`config.mk`:
```
export PLATFORM = sky130hd
export DESIGN_NAME = my_pll_core
export DESIGN_NICKNAME = d
export VERILOG_FILES = /design/src/rtl/my_pll_pkg.sv /design/src/rtl/my_pll_lock_det.sv /design/src/rtl/my_pll_core.sv
export SDC_FILE = /design/constraint.sdc
export NUM_CORES = 1
export LEC_CHECK = 0
export BUFFER_PORTS_ARGS = -buffer_cell sky130_fd_sc_hd__buf_2
export CAP_MARGIN = 20
export CORE_AREA = 2 2 39 41
export DETAILED_ROUTE_END_ITERATION = 16
export DIE_AREA = 0 0 41 43
export PLACE_DENSITY = 0.36
export SYNTH_ARGS = -nofsm -noshare
export SYNTH_HDL_FRONTEND = slang
export SYNTH_SLANG_ARGS = --single-unit
```
`constraint.sdc`:
```
create_clock -name inclk0 -period 1.23 [get_ports inclk0]
set_input_delay 0.1845 -clock inclk0 [delete_from_list [all_inputs] [get_ports inclk0]]
set_output_delay 0.1845 -clock inclk0 [all_outputs]
set_load 0.01 [all_outputs]
```
`src/rtl/my_pll_pkg.sv`:
```
// Shared constants and sizing helper for the my_pll_core clock generator.
// Latency: n/a (package only). Backpressure: none.
package my_pll_pkg;

    localparam int PLL_DEF_CLK_DIV     = 1;
    localparam int PLL_DEF_LOCK_CYCLES = 16;
    localparam int PLL_PARAM_MAX       = 65535;

    // Width of a counter that must hold 0..div-1; never narrower than one bit.
    function automatic int cnt_width(input int div);
        return (div <= 2) ? 1 : $clog2(div);
    endfunction

endpackage

```
`src/rtl/my_pll_lock_det.sv`:
```
// Saturating lock counter with a sticky locked flag, cleared only by reset.
// Latency: locked rises on the LOCK_CYCLES-th inclk0 posedge after release. Backpressure: none.
module my_pll_lock_det
    import my_pll_pkg::*;
#(
    parameter int LOCK_CYCLES = PLL_DEF_LOCK_CYCLES
) (
    input  logic inclk0,
    input  logic areset_n,
    output logic locked
);

    localparam int             LW        = cnt_width(LOCK_CYCLES + 1);
    localparam logic [LW-1:0]  LOCK_LAST = LW'(LOCK_CYCLES - 1);
    localparam logic [LW-1:0]  LOCK_MAX  = LW'(LOCK_CYCLES);

    if (LOCK_CYCLES < 1 || LOCK_CYCLES > PLL_PARAM_MAX) begin : g_bad_lock
        $error("my_pll_lock_det: LOCK_CYCLES out of range 1..65535");
    end

    logic [LW-1:0] lock_cnt;

    always_ff @(posedge inclk0 or negedge areset_n) begin
        if (!areset_n) begin
            lock_cnt <= '0;
            locked   <= 1'b0;
        end else if (lock_cnt < LOCK_MAX) begin
            lock_cnt <= lock_cnt + 1'b1;
            // Flag goes high on the same edge the count reaches its ceiling.
            if (lock_cnt == LOCK_LAST) begin
                locked <= 1'b1;
            end
        end
    end

endmodule

```
`src/rtl/my_pll_core.sv`:
```
// Digital PLL stand-in: c0 = inclk0 / CLK_DIV (registered) or gated pass-through at 1; lock after LOCK_CYCLES.
// Latency: c0 rises on the first inclk0 posedge after release. Backpressure: none. Option: MY_PLL_CORE_CLKEN_EN adds c0_en.
module my_pll_core
    import my_pll_pkg::*;
#(
    parameter int CLK_DIV     = PLL_DEF_CLK_DIV,
    parameter int LOCK_CYCLES = PLL_DEF_LOCK_CYCLES
) (
    input  logic inclk0,
    input  logic areset_n,
    output logic c0,
    output logic locked
`ifdef MY_PLL_CORE_CLKEN_EN
    ,
    output logic c0_en
`endif
);

    if (CLK_DIV < 1 || CLK_DIV > PLL_PARAM_MAX) begin : g_bad_div
        $error("my_pll_core: CLK_DIV out of range 1..65535");
    end

    my_pll_lock_det #(
        .LOCK_CYCLES (LOCK_CYCLES)
    ) u_lock_det (
        .inclk0   (inclk0),
        .areset_n (areset_n),
        .locked   (locked)
    );

    if (CLK_DIV == 1) begin : g_pass
        // Reset gating keeps c0 low while areset_n is asserted.
        assign c0 = inclk0 & areset_n;
`ifdef MY_PLL_CORE_CLKEN_EN
        assign c0_en = locked;
`endif
    end else begin : g_div
        localparam int            CW       = cnt_width(CLK_DIV);
        localparam logic [CW-1:0] CNT_LAST = CW'(CLK_DIV - 1);
        localparam logic [CW-1:0] CNT_HALF = CW'(CLK_DIV / 2);

        logic [CW-1:0] cnt;

        always_ff @(posedge inclk0 or negedge areset_n) begin
            if (!areset_n) begin
                cnt <= '0;
                c0  <= 1'b0;
            end else begin
                cnt <= (cnt == CNT_LAST) ? '0 : cnt + 1'b1;
                c0  <= (cnt < CNT_HALF);
            end
        end

`ifdef MY_PLL_CORE_CLKEN_EN
        // Pulse in the cycle where c0 goes from low to high.
        always_ff @(posedge inclk0 or negedge areset_n) begin
            if (!areset_n) begin
                c0_en <= 1'b0;
            end else begin
                c0_en <= (cnt < CNT_HALF) && !c0;
            end
        end
`endif
    end

endmodule

```
Word-level counts from Yosys, hierarchy flattened

Cells that the tools add are included.
Widths: inputs -> output; s select.

Bits in registers: 6
Latch bits: 0
Memory bits (writable): 0
Memory bits (read-only): 0
Output and inout bits: 2
Logic and storage cells: 7
Memories: 0

Add/sub/neg operators: 1
$mul: 0
Div/mod/pow operators: 0
Order comparisons: 1
Eq/ne operators: 1
Shifts and indexed selects: 0
Multiplexer cells: 0
Bitwise logic cells: 1
Reductions and logical operators: 1

Operators with widths:

| kind                | number |
|---|---|
| $add 5x1->5 const B | 1 |
| $eq 5x4->1 const B  | 1 |
| $lt 5x5->1 const B  | 1 |
| $reduce_and 2->1    | 1 |
| $and 1x1->1         | 1 |

Depth between registers and ports, before layout

Depth after elaboration: 2
Mapped depth: 4

Modules after synthesis

From an unflattened synthesis, not the netlist that was laid out.

Cells, all modules: 19
Area, all modules: 254.0 um^2

Modules (own cells, without submodules):

| module          | instances | cells an instance | area an instance (um^2) | sequential area each (um^2) |
|---|---|---|---|---|
| my_pll_lock_det | 1         | 18                | 247.7                   | 150.1 |
| my_pll_core     | 1         | 1                 | 6.3                     | 0.0 |

==> impl_metrics.tcl <==
set metrics [dict create \
    status "complete, no violations" \
    synth.area.mux_share 0.04433 \
    synth-compound-area-share 0 \
    drive_gt1_frac 0.4667 \
    die_area_sq_mm 0.001763 \
    crit_chain "ha_2 > and3_4 > ha_4 > or2_4" \
    cts_tree "yes" \
    critPathArrivalTime_ps 1430 \
    slew_violations 0 \
    hold_viol_final 0 \
    grt.overflow.total 0 \
    insertion_delay_ps 360 \
    min_period_over_period 0.9627 \
    synthCells 19 \
    wire_per_inst_um 10.65 \
    yosysTopAreaCellShare 0.5911 \
    layoutNonFillerInstCount 46 \
    critPathRequiredTime_ps 1480 \
    post-route-util 0.2703 \
    power.internal_uw 403.6 \
    ys_seq_elements 6 \
    ant_nets 0 \
    synthesis.area_sq_um 254.0 \
    drv_cap 0 \
    ys_seq_area_frac 0.5911 \
    power_uw 516.4 \
    setup_tns_ps 0 \
    synth_xor_area_frac 0.1034 \
    p_sw_uw 112.8 \
    first_iter_violations 3 \
    p_clk_frac 0.601 \
    antenna_cells 0 \
    worstMarginPinSlew_ps 279.6 \
    power_frac_seq 0.383 \
    grt_pass1_vias 228 \
    grt_pass1_wl_um 862 \
    avgSynthCellArea_sq_um 13.37 \
    rsz0062_at_grt "false" \
    drc 0 \
    io_pins 4 \
    grt_max_degree 7 \
    min_path_type "primary input to asynchronous set/reset pin" \
    dieWidth_um 41 \
    yosysMostFrequentCell "dfrtp_1" \
    cp-end-kind "register" \
    portBuffers 3 \
    hold_ws_ps 243.6 \
    p_leak_uw 0.0001747 \
    synth_warnings 0 \
    antenna_found_initial 0 \
    relSlewSlack 0.8130 \
    slowest_delay_ps 380 \
    synth_top_family_by_area "simple AND/OR/NAND/NOR gates" \
    synth_fa_ha_area_frac 0.09852 \
    synth.area.top_cells "dfrtp_1, xnor2_1, ha_1" \
    via_per_inst 3.891 \
    area_growth_pct 47.29 \
    setup-violations-final 0 \
    synth_commonest_cells "dfrtp_1, xnor2_1, ha_1" \
    crit_path_max_fanout 2 \
    fmax_ghz 0.8445 \
    final_nets 36 \
    power_density_mw_per_mm2 1380 \
    via_count 179 \
    dp_cells 40 \
    ys.flop_type "dfrtp_1" \
    swShare 0.2184 \
    yosys.cell_types.count 11 \
    min_period_ps 1184 \
    cts_setup_buffers 0 \
    gp_congestion 0.6984 \
    initial_core_util 0.1835 \
    dp_hpwl_um 303 \
    synth-edff-count 0 \
    reg2reg_depth 4 \
    drt-pass1-iter-count 2 \
    reg2reg_setup_slack_ps 50 \
    synth_top_cell_by_area "dfrtp_1" \
    irDropWorstVdd_uv 510.0 \
    synthArstFlopShare 1.000 \
    synth_fp_nets 23 \
    routed_wirelength_um 490 \
    r2r-start "u_lock_det.lock_cnt[0]$_DFFE_PN0N_" \
    clkSlewWorstSetupHoldPaths_ps 50 \
    start_kind "register" \
    die_h_um 43 \
    power_frac_comb 0.015 \
    skew_ps 6.226 \
    r2r-end "u_lock_det.locked$_DFFE_PN0P_" \
    synth-simple-area-share 0.1478 \
    critPathSlowestCell "dfrtp_1" \
    std_cell_rows 14 \
    core_sq_mm 0.001384 \
    grt_use_total 0.09577 \
    worstSetupPathType "register to register" \
]
## flip-flops by register name (all words and copies together) (netlist names)
name                 cells
u_lock_det.lock_cnt      5
u_lock_det.locked        1
## worst max path at each step
| stage | endpoint | slack (ps) | start |
|---|---|---|---|
| after CTS | u_lock_det.locked$_DFFE_PN0P_ | 40 | u_lock_det.lock_cnt[0]$_DFFE_PN0N_ |
| after detailed placement | u_lock_det.locked$_DFFE_PN0P_ | -30 | u_lock_det.lock_cnt[1]$_DFFE_PN0N_ |
| after floorplan | u_lock_det.locked$_DFFE_PN0P_ | 0.02 | u_lock_det.lock_cnt[0]$_DFFE_PN0N_ |
| after global routing | u_lock_det.locked$_DFFE_PN0P_ | 5 | u_lock_det.lock_cnt[0]$_DFFE_PN0N_ |
| final | u_lock_det.locked$_DFFE_PN0P_ | 50 | u_lock_det.lock_cnt[0]$_DFFE_PN0N_ |
| after global placement | u_lock_det.locked$_DFFE_PN0P_ | -6 | u_lock_det.lock_cnt[1]$_DFFE_PN0N_ |
## layout make-up
cell class                      instances  area, sq um
Multi-Input combinational cell         12        122.6
Clock buffer                            6        42.54
Inverter                                1        3.754
Timing Repair Buffer                    5        35.03
Sequential cell                         6        150.1
Fill cell                             149         1010
Tap cell                               16        20.02
## critical path: cells and delay by family, from the launching register on
family,cells,cell delay [ps]
DFF,1,380
and+or+nand+nor,2,360
adders and majority gates,2,340
## routing by layer
metal  global-route usage  wire (um)  vias up
met3              0.09948         44        3
met4               0.1600         21        0
met1              0.09446        230       84
met5                    0          0        -
li1                     -          -       86
met2              0.07188        193        6
## layout by cell type (no fill, tap or decap)
cell type / instances
nand4b_1: 1
nand2_1: 1
ha_2: 1
dlygate4sd3_1: 1
and2_1: 1
clkbuf_4: 5
and3_4: 1
inv_1: 1
buf_4: 2
mux2_1: 1
buf_2: 3
nand2b_1: 1
xnor2_1: 3
ha_4: 1
dfrtp_1: 6
or2_4: 1
## power groups by stage
stage / combinational (uW) / clock [uW] / sequential (uW)
after floorplan: 0.0000532 / 23.1 / 201
after global placement: 5.47 / 37.1 / 201
after detailed placement: 5.55 / 37.1 / 201
after CTS: 8.52 / 333 / 198
after global routing: 9.34 / 354 / 198
final: 7.95 / 310 / 198
## stage by stage
step           setup slack [ps]  cell area (sq um)
3_3_place_gp             -6.469              306.5
3_5_place_dp             -29.99              306.5
4_1_cts                   40.05              374.1
2_1_floorplan           0.02198              256.5
5_1_grt                   4.689              374.1
6_report                  45.86              374.1
## logic make-up after synthesis
group                    Yosys count
XOR/XNOR                           3
adder cells (fa/ha/maj)            2
buffers and inverters              1
flip-flops                         6
multiplexers                       1
AND/OR/NAND/NOR                    6
## repair_timing
item                                    CTS  global route
endpoints found under the hold margin     6             0
endpoints found under the setup margin    2             0
hold buffers                              1             0
resized for setup                         4             0
(Power assumes the default switching activity.)
